### src/rtl/fm0_pkg.sv
// Shared definitions for the FM0 receive path: command lengths, CRC-16 constants,
// the sequencer state encoding and the bit-serial CRC step.
package fm0_pkg;

   localparam int          RX_MAX_BITS = 96;
   localparam logic [15:0] T_PRE_DEF   = 16'd4000;
   localparam logic [15:0] T_BIT_DEF   = 16'd512;
   localparam logic [15:0] T_DONE_DEF  = 16'd1024;

   localparam logic [5:0]  CMD_NO_CRC  = 6'd3;

   localparam logic [15:0] CRC_POLY    = 16'h1021;
   localparam logic [15:0] CRC_PRESET  = 16'hFFFF;
   localparam logic [15:0] CRC_RESIDUE = 16'h1D0F;

   typedef enum logic [2:0] {
      ST_IDLE      = 3'd0,
      ST_ARM       = 3'd1,
      ST_RECV      = 3'd2,
      ST_WAIT_DONE = 3'd3,
      ST_REPORT    = 3'd4
   } rx_state_t;

   // Reply length in bits for the command the reply answers; 0 means no reply.
   function automatic logic [6:0] exp_len(input logic [5:0] cmd);
      logic [6:0] len;
      case (cmd)
         6'd3:                                   len = 7'd16;
         6'd2:                                   len = 7'd66;
         6'd7,  6'd8,  6'd14, 6'd15, 6'd16,
         6'd17, 6'd18, 6'd19, 6'd20, 6'd21,
         6'd33, 6'd34, 6'd36, 6'd37, 6'd38,
         6'd39:                                  len = 7'd40;
         6'd23, 6'd24, 6'd25, 6'd40:             len = 7'd78;
         6'd9,  6'd10:                           len = 7'd94;
         6'd30, 6'd31, 6'd32, 6'd35:             len = 7'd24;
         default:                                len = 7'd0;
      endcase
      return len;
   endfunction

   function automatic logic [15:0] crc16_next(input logic [15:0] crc, input logic bit_in);
      logic fb;
      fb = crc[15] ^ bit_in;
      return {crc[14:0], 1'b0} ^ (fb ? CRC_POLY : 16'h0000);
   endfunction

endpackage

### src/rtl/fm0_rx_ctrl_if.sv
// Command/result and decoder-side signals of the FM0 receive sequencer.
// master = protocol controller plus decoder side, slave = fm0_rx_ctrl.
interface fm0_rx_ctrl_if
   import fm0_pkg::*;
#(
   parameter int MAX_BITS = RX_MAX_BITS
);
   logic                rx_start;
   logic [5:0]          rx_cmd;
   logic                rx_abort;
   logic                fm0_start;
   logic                fm0_clk;
   logic                fm0_data;
   logic                fm0_done;
   logic                fm0_en;
   logic [5:0]          cmd_head;
   logic [MAX_BITS-1:0] rx_data;
   logic [6:0]          rx_len;
   logic                rx_valid;
   logic                rx_crc_ok;
   logic                rx_timeout;
   logic                busy;

   modport master (
      output rx_start, rx_cmd, rx_abort, fm0_start, fm0_clk, fm0_data, fm0_done,
      input  fm0_en, cmd_head, rx_data, rx_len, rx_valid, rx_crc_ok, rx_timeout, busy
   );

   modport slave (
      input  rx_start, rx_cmd, rx_abort, fm0_start, fm0_clk, fm0_data, fm0_done,
      output fm0_en, cmd_head, rx_data, rx_len, rx_valid, rx_crc_ok, rx_timeout, busy
   );
endinterface

### src/rtl/crc16_serial.sv
// Bit-serial CRC-16/CCITT register, MSB first; shared by the receive and transmit paths.
module crc16_serial
   import fm0_pkg::*;
(
   input  logic        clk,
   input  logic        rst,
   input  logic        i_preset,
   input  logic        i_en,
   input  logic        i_data,
   output logic [15:0] o_crc
);

   logic [15:0] r_crc;

   // Preset takes priority over a same-cycle data bit.
   always_ff @(posedge clk) begin
      if (rst) begin
         r_crc <= CRC_PRESET;
      end else if (i_preset) begin
         r_crc <= CRC_PRESET;
      end else if (i_en) begin
         r_crc <= crc16_next(r_crc, i_data);
      end else begin
         r_crc <= r_crc;
      end
   end

   assign o_crc = r_crc;

endmodule

### src/rtl/fm0_rx_ctrl.sv
// FM0 reply receive sequencer: arms the decoder, supervises preamble/bit/done
// timeouts, assembles the reply word and reports it with its CRC verdict.
module fm0_rx_ctrl
   import fm0_pkg::*;
#(
   parameter int          MAX_BITS = RX_MAX_BITS,
   parameter logic [15:0] T_PRE    = T_PRE_DEF,
   parameter logic [15:0] T_BIT    = T_BIT_DEF,
   parameter logic [15:0] T_DONE   = T_DONE_DEF
) (
   input  logic         base_clk,
   input  logic         rst,
   fm0_rx_ctrl_if.slave bus
);

   // Decoder inputs: [0],[1] synchronize, [2] holds the previous value for edge detection.
   logic [2:0]          r_start_sync;
   logic [2:0]          r_clk_sync;
   logic [2:0]          r_done_sync;
   logic [1:0]          r_data_sync;

   rx_state_t           r_state;
   logic [15:0]         r_timer;
   logic [6:0]          r_exp_len;
   logic [6:0]          r_rx_len;
   logic [MAX_BITS-1:0] r_rx_data;
   logic [5:0]          r_cmd_head;
   logic                r_fm0_en;
   logic                r_rx_valid;
   logic                r_rx_crc_ok;
   logic                r_rx_timeout;
   logic                r_busy;
   logic                r_to_flag;

   logic                w_start_ev;
   logic                w_clk_ev;
   logic                w_done_ev;
   logic                w_bit_take;
   logic                w_crc_preset;
   logic                w_no_crc;
   logic [15:0]         w_crc;

   assign w_start_ev   = r_start_sync[1] & ~r_start_sync[2];
   assign w_clk_ev     = r_clk_sync[1]   & ~r_clk_sync[2];
   assign w_done_ev    = r_done_sync[1]  & ~r_done_sync[2];
   assign w_bit_take   = (r_state == ST_RECV) && w_clk_ev && !bus.rx_abort
                         && (r_rx_len < r_exp_len);
   assign w_crc_preset = (r_state == ST_IDLE) && bus.rx_start;
   assign w_no_crc     = (r_cmd_head == CMD_NO_CRC) || (r_exp_len == 7'd0);

   // Two-flop synchronizers for the decoder outputs.
   always_ff @(posedge base_clk) begin
      if (rst) begin
         r_start_sync <= 3'd0;
         r_clk_sync   <= 3'd0;
         r_done_sync  <= 3'd0;
         r_data_sync  <= 2'd0;
      end else begin
         r_start_sync <= {r_start_sync[1:0], bus.fm0_start};
         r_clk_sync   <= {r_clk_sync[1:0],   bus.fm0_clk};
         r_done_sync  <= {r_done_sync[1:0],  bus.fm0_done};
         r_data_sync  <= {r_data_sync[0],    bus.fm0_data};
      end
   end

   crc16_serial u_crc (
      .clk      (base_clk),
      .rst      (rst),
      .i_preset (w_crc_preset),
      .i_en     (w_bit_take),
      .i_data   (r_data_sync[1]),
      .o_crc    (w_crc)
   );

   // Sequencer; fm0_en lags the state by one cycle so it drops together with rx_valid.
   always_ff @(posedge base_clk) begin
      if (rst) begin
         r_state      <= ST_IDLE;
         r_timer      <= 16'd0;
         r_exp_len    <= 7'd0;
         r_rx_len     <= 7'd0;
         r_rx_data    <= {MAX_BITS{1'b0}};
         r_cmd_head   <= 6'd0;
         r_fm0_en     <= 1'b0;
         r_rx_valid   <= 1'b0;
         r_rx_crc_ok  <= 1'b0;
         r_rx_timeout <= 1'b0;
         r_busy       <= 1'b0;
         r_to_flag    <= 1'b0;
      end else begin
         r_rx_valid <= 1'b0;
         r_fm0_en   <= (r_state == ST_ARM) || (r_state == ST_RECV) || (r_state == ST_WAIT_DONE);
         case (r_state)
            ST_IDLE: begin
               if (bus.rx_start) begin
                  r_cmd_head <= bus.rx_cmd;
                  r_exp_len  <= exp_len(bus.rx_cmd);
                  r_rx_data  <= {MAX_BITS{1'b0}};
                  r_rx_len   <= 7'd0;
                  r_timer    <= 16'd0;
                  r_to_flag  <= 1'b0;
                  r_busy     <= 1'b1;
                  r_state    <= (exp_len(bus.rx_cmd) == 7'd0) ? ST_REPORT : ST_ARM;
               end
            end
            ST_ARM: begin
               if (bus.rx_abort) begin
                  r_to_flag <= 1'b1;
                  r_state   <= ST_REPORT;
               end else if (w_start_ev) begin
                  r_timer <= 16'd0;
                  r_state <= ST_RECV;
               end else if (r_timer == T_PRE - 16'd1) begin
                  r_to_flag <= 1'b1;
                  r_state   <= ST_REPORT;
               end else begin
                  r_timer <= r_timer + 16'd1;
               end
            end
            ST_RECV: begin
               if (bus.rx_abort) begin
                  r_to_flag <= 1'b1;
                  r_state   <= ST_REPORT;
               end else if (w_clk_ev) begin
                  r_timer <= 16'd0;
                  if (w_bit_take) begin
                     r_rx_data <= {r_rx_data[MAX_BITS-2:0], r_data_sync[1]};
                     r_rx_len  <= r_rx_len + 7'd1;
                     if (r_rx_len + 7'd1 == r_exp_len) begin
                        r_state <= ST_WAIT_DONE;
                     end
                  end
               end else if (r_timer == T_BIT - 16'd1) begin
                  r_to_flag <= 1'b1;
                  r_state   <= ST_REPORT;
               end else begin
                  r_timer <= r_timer + 16'd1;
               end
            end
            ST_WAIT_DONE: begin
               if (bus.rx_abort) begin
                  r_to_flag <= 1'b1;
                  r_state   <= ST_REPORT;
               end else if (w_done_ev) begin
                  r_state <= ST_REPORT;
               end else if (r_timer == T_DONE - 16'd1) begin
                  r_to_flag <= 1'b1;
                  r_state   <= ST_REPORT;
               end else begin
                  r_timer <= r_timer + 16'd1;
               end
            end
            ST_REPORT: begin
               r_rx_valid   <= 1'b1;
               r_rx_timeout <= r_to_flag;
               r_rx_crc_ok  <= !r_to_flag && (w_no_crc || (w_crc == CRC_RESIDUE));
               r_busy       <= 1'b0;
               r_state      <= ST_IDLE;
            end
            default: begin
               r_busy  <= 1'b0;
               r_state <= ST_IDLE;
            end
         endcase
      end
   end

   assign bus.fm0_en     = r_fm0_en;
   assign bus.cmd_head   = r_cmd_head;
   assign bus.rx_data    = r_rx_data;
   assign bus.rx_len     = r_rx_len;
   assign bus.rx_valid   = r_rx_valid;
   assign bus.rx_crc_ok  = r_rx_crc_ok;
   assign bus.rx_timeout = r_rx_timeout;
   assign bus.busy       = r_busy;

endmodule

### src/flat_wrapper.sv
// flat-port wrapper written by rule: the top's interface ports become plain ports
module fm0_rx_ctrl_flat import fm0_pkg::*;
#(
   parameter int          MAX_BITS = RX_MAX_BITS,
   parameter logic [15:0] T_PRE    = T_PRE_DEF,
   parameter logic [15:0] T_BIT    = T_BIT_DEF,
   parameter logic [15:0] T_DONE   = T_DONE_DEF
)
  (base_clk, rst, bus_rx_start, bus_rx_cmd, bus_rx_abort, bus_fm0_start, bus_fm0_clk, bus_fm0_data, bus_fm0_done, bus_fm0_en, bus_cmd_head, bus_rx_data, bus_rx_len, bus_rx_valid, bus_rx_crc_ok, bus_rx_timeout, bus_busy);
  fm0_rx_ctrl_if #(.MAX_BITS(MAX_BITS)) bus_i ();
  input  logic base_clk;
  input  logic rst;
  input wire logic [$bits(bus_i.rx_start)-1:0] bus_rx_start;
  input wire logic [$bits(bus_i.rx_cmd)-1:0] bus_rx_cmd;
  input wire logic [$bits(bus_i.rx_abort)-1:0] bus_rx_abort;
  input wire logic [$bits(bus_i.fm0_start)-1:0] bus_fm0_start;
  input wire logic [$bits(bus_i.fm0_clk)-1:0] bus_fm0_clk;
  input wire logic [$bits(bus_i.fm0_data)-1:0] bus_fm0_data;
  input wire logic [$bits(bus_i.fm0_done)-1:0] bus_fm0_done;
  output wire logic [$bits(bus_i.fm0_en)-1:0] bus_fm0_en;
  output wire logic [$bits(bus_i.cmd_head)-1:0] bus_cmd_head;
  output wire logic [$bits(bus_i.rx_data)-1:0] bus_rx_data;
  output wire logic [$bits(bus_i.rx_len)-1:0] bus_rx_len;
  output wire logic [$bits(bus_i.rx_valid)-1:0] bus_rx_valid;
  output wire logic [$bits(bus_i.rx_crc_ok)-1:0] bus_rx_crc_ok;
  output wire logic [$bits(bus_i.rx_timeout)-1:0] bus_rx_timeout;
  output wire logic [$bits(bus_i.busy)-1:0] bus_busy;
  assign bus_i.rx_start = bus_rx_start;
  assign bus_i.rx_cmd = bus_rx_cmd;
  assign bus_i.rx_abort = bus_rx_abort;
  assign bus_i.fm0_start = bus_fm0_start;
  assign bus_i.fm0_clk = bus_fm0_clk;
  assign bus_i.fm0_data = bus_fm0_data;
  assign bus_i.fm0_done = bus_fm0_done;
  assign bus_fm0_en = bus_i.fm0_en;
  assign bus_cmd_head = bus_i.cmd_head;
  assign bus_rx_data = bus_i.rx_data;
  assign bus_rx_len = bus_i.rx_len;
  assign bus_rx_valid = bus_i.rx_valid;
  assign bus_rx_crc_ok = bus_i.rx_crc_ok;
  assign bus_rx_timeout = bus_i.rx_timeout;
  assign bus_busy = bus_i.busy;
  fm0_rx_ctrl #(.MAX_BITS(MAX_BITS), .T_PRE(T_PRE), .T_BIT(T_BIT), .T_DONE(T_DONE)) u_core (.base_clk(base_clk), .rst(rst), .bus(bus_i));
endmodule
### config.mk
export PLATFORM = sky130hd
export DESIGN_NAME = fm0_rx_ctrl_flat
export DESIGN_NICKNAME = d
export VERILOG_FILES = /design/src/rtl/fm0_pkg.sv /design/src/rtl/fm0_rx_ctrl_if.sv /design/src/rtl/crc16_serial.sv /design/src/rtl/fm0_rx_ctrl.sv /design/src/flat_wrapper.sv
export SDC_FILE = /design/constraint.sdc
export NUM_CORES = 1
export LEC_CHECK = 0
export CAP_MARGIN = 20
export CORE_MARGIN = 10
export CORE_UTILIZATION = 52
export DETAILED_ROUTE_END_ITERATION = 12
export GPL_ROUTABILITY_DRIVEN = 0
export PLACE_DENSITY_LB_ADDON = 0.08
export SETUP_SLACK_MARGIN = 0.5
export SLEW_MARGIN = 0
export SYNTH_ARGS = -nofsm -noshare
export SYNTH_HDL_FRONTEND = slang
export SYNTH_SLANG_ARGS = --single-unit
### constraint.sdc
create_clock -name base_clk -period 3.4 [get_ports base_clk]
set_clock_uncertainty 0.2 [all_clocks]
set_input_delay 0.68 -clock base_clk [delete_from_list [all_inputs] [get_ports base_clk]]
set_output_delay 0.68 -clock base_clk [all_outputs]
set_load 0.01 [all_outputs]
==> metrics.md <==
| Metric | Value |
|---|---|
| Outcome | `finished clean` |
| Synthesized flop and latch total | `166` |
| Row count | `41` |
| Worst-Skew Late Latency | `0.42 ns` |
| Io pins | `128` |
| Worst-Margin Slew | `0.645 ns` |
| Crit start category | `primary input` |
| GRT Total Usage | `17.7%` |
| First-pass iteration count of the detailed router | `7` |
| Setup TNS | `0 ns` |
| Dominant cell type by area after synthesis | `dfxtp_1` |
| Worst EP required | `3.53 ns` |
| Chip width | `133 um` |
| Sequential share of the synthesized area | `49.8%` |
| Final worst slack | `0.632 ns` |
| Met1 WL | `7320 um` |
| Antenna diodes | `0` |
| Crit Path Class | `in2reg` |
| Initial antenna violation count | `0` |
| Syn Inst Count | `677` |
| Vias in the first global route | `5,416` |
| Post-CTS Setup Repair Bufs | `0` |
| CTS root buffer | `clkbuf_16` |
| Detailed Route WL | `16,000 um` |
| Yosys top cell area share | `49.8%` |
| CTS tree | `done` |
| PwrDens | `499 mW/mm^2` |
| CTS clock-pin slew for the worst setup and hold paths | `0.06 ns` |
| H-tree levels | `4` |
| Port Buf Inserts | `127` |
| Global-route wire length before repair | `26,700 um` |
| Dpl ws | `0.270 ns` |
| Leakage power | `3.23 nW` |
| Max_cap viols | `0` |
| Die height | `133 um` |
| Area delta synth->final | `30.0%` |
| Max Freq | `361 MHz` |
| TritonCTS buffer count | `17` |
| Vias/cell | `5.78` |
| Worst Path Max Fanout | `8` |
| Metal2 WL | `7490 um` |
| Post-CTS Resized | `0` |
| Starting DRT DRC Count | `399` |
| Final Cell Area | `0.00868 mm^2` |
| Clock Path Buffers | `2` |
| RSZ-0062 raised after global routing | `true` |
| Met3 wire length | `1030 um` |
| Hold Path Class | `reg2reg` |
| Ys flop type | `dfxtp_1` |
| Synth async-reset ratio | `0%` |
| # DRC | `0` |
| Post-synth EDFFs | `0` |
| Maximum vdd drop | `340 uV` |
| Unique cell type count in the Yosys netlist | `75` |
| Setup violators final | `0` |
| Post-Syn Nets | `704` |
| Layout cells sized above 1 | `8.20%` |
| Ranking of synthesized cells by area | `dfxtp_1 (50%), a22o_1 (13%), nand2_1 (3.7%)` |
| Post-route ant nets | `0` |
| Crit path DAT | `2.89 ns` |
| Core Area | `0.0126 mm^2` |
| Die area | `0.0178 mm^2` |
| Final period util | `81.4%` |
| Mean post-synth cell area | `9.86 um^2` |
| WL/cell | `16.4 um` |
| Ys Warns | `0` |
| Worst setup EP type | `flop` |
| Grt total ovfl | `0` |
| Post-CTS Hold Fix Bufs | `0` |
| Sink Count | `166` |
| Vias | `5,647` |
| Slew headroom | `56.9%` |
| Largest net degree at the start of global routing | `70` |
| Mapped cell area | `0.00668 mm^2` |
| Starting Density | `52.9%` |
| Detailed Place HPWL | `11,700 um` |
| # nets final | `820` |
| Minimum clock period | `2.77 ns` |
| Final Max Tran Viols | `0` |
| Placed inst area | `0.00811 mm^2` |
| Power Total | `0.00433 W` |
| Highest metal used | `met4` |
| Final hold violation count | `0` |
synthesized netlist by cell type (7+ instances only):
master    instances
and3_1            7
a311oi_1          8
nor2b_1          18
buf_1             7
nor4_1            8
or3_1             7
clkbuf_1         27
ha_1             13
nand2_1          65
dfxtp_1         166
o21ai_0          12
nand2b_1          9
xnor2_1           8
o31ai_1           8
inv_1            17
a31oi_1          10
nor3_1           12
a22o_1           97
a21oi_1          24
nand3_1          31
nor2_1           22
logic make-up after synthesis:
family                     count (synthesis)  synth area share (%)
DFF                                      166                  49.8
muxes                                      4                 0.637
and+or+nand+nor                          218                  17.6
xor gates and xnor gates                  13                  1.71
AOI/OAI and AO/OA                        200                  23.7
buffers and inverters                     63                  4.16
adders and majority gates                 13                  2.44
sequential cells by signal, summed over array words and instances (netlist names), 2 cells and up:
signal               cells
u_core.bus.rx_data      96
u_core.r_timer          16
u_core.u_crc.o_crc      16
u_core.bus.rx_len        7
u_core.bus.cmd_head      6
u_core.r_exp_len         5
u_core.r_clk_sync        3
u_core.r_done_sync       3
u_core.r_start_sync      3
u_core.r_state           3
u_core.r_data_sync       2
layout by cell type, fill, tap and decap left out, types with 10 or more instances in the layout:
master / n
nor2b_1: 18
buf_4: 13
inv_1: 17
nor2_1: 22
clkbuf_16: 17
a22o_1: 97
a31oi_1: 10
nand3_1: 31
o21ai_0: 12
a21oi_1: 24
nand2_1: 65
dfxtp_1: 166
nor3_1: 12
ha_1: 13
clkdlybuf4s50_1: 127
worst paths after layout:
path                                           start                     end  slack, ns  depth (start not counted)
worst max-delay path                   bus_rx_cmd[1]       u_core.r_state[0]       0.63                          9
worst min-delay path            u_core.r_clk_sync[0]    u_core.r_clk_sync[1]       0.24                          1
worst max register to register  u_core.bus.rx_len[3]  u_core.bus.rx_data[38]       0.65                          8
worst min register to register  u_core.r_clk_sync[0]    u_core.r_clk_sync[1]       0.24                          1
worst max-delay path: stages:
cell	delay (ns)
clkdlybuf4s50_1	0.53
inv_1	0.14
ha_1	0.19
a21oi_1	0.07
a2111oi_0	0.50
a211oi_1	0.12
and4b_1	0.22
and3_1	0.18
o32ai_1	0.25
metal layers:
metal  vias up  GRT usage (%)
met5         -              0
met4         0           7.01
met3        17           4.85
met2       164           28.5
met1      2712           22.1
li1       2754              -
stage by stage:
stage	utilization, %	instances	hold WS (ns)
after floorplan	-	677	0.214
after global placement	64.3	946	0.219
after detailed placement	64.3	946	0.230
after CTS	68.8	977	0.243
after global routing	68.8	977	0.257
final	68.8	977	0.238
layout make-up:
class / instances / area [um^2]
sequential: 166 / 3320
clock buffer: 24 / 472
tap: 172 / 215
clock inverter: 7 / 95.1
timing repair buffer: 143 / 1430
fill: 1006 / 3940
inverter: 17 / 63.8
multi-input combinational: 448 / 3080
where the power goes:
| part | internal [W] | total (W) | switching (W) |
|---|---|---|---|
| Clock | 0.00112 | 0.00184 | 0.000723 |
| Sequential | 0.00199 | 0.00204 | 0.0000519 |
| Combinational | 0.000176 | 0.000452 | 0.000276 |
Power figures use the tool's default switching activity.
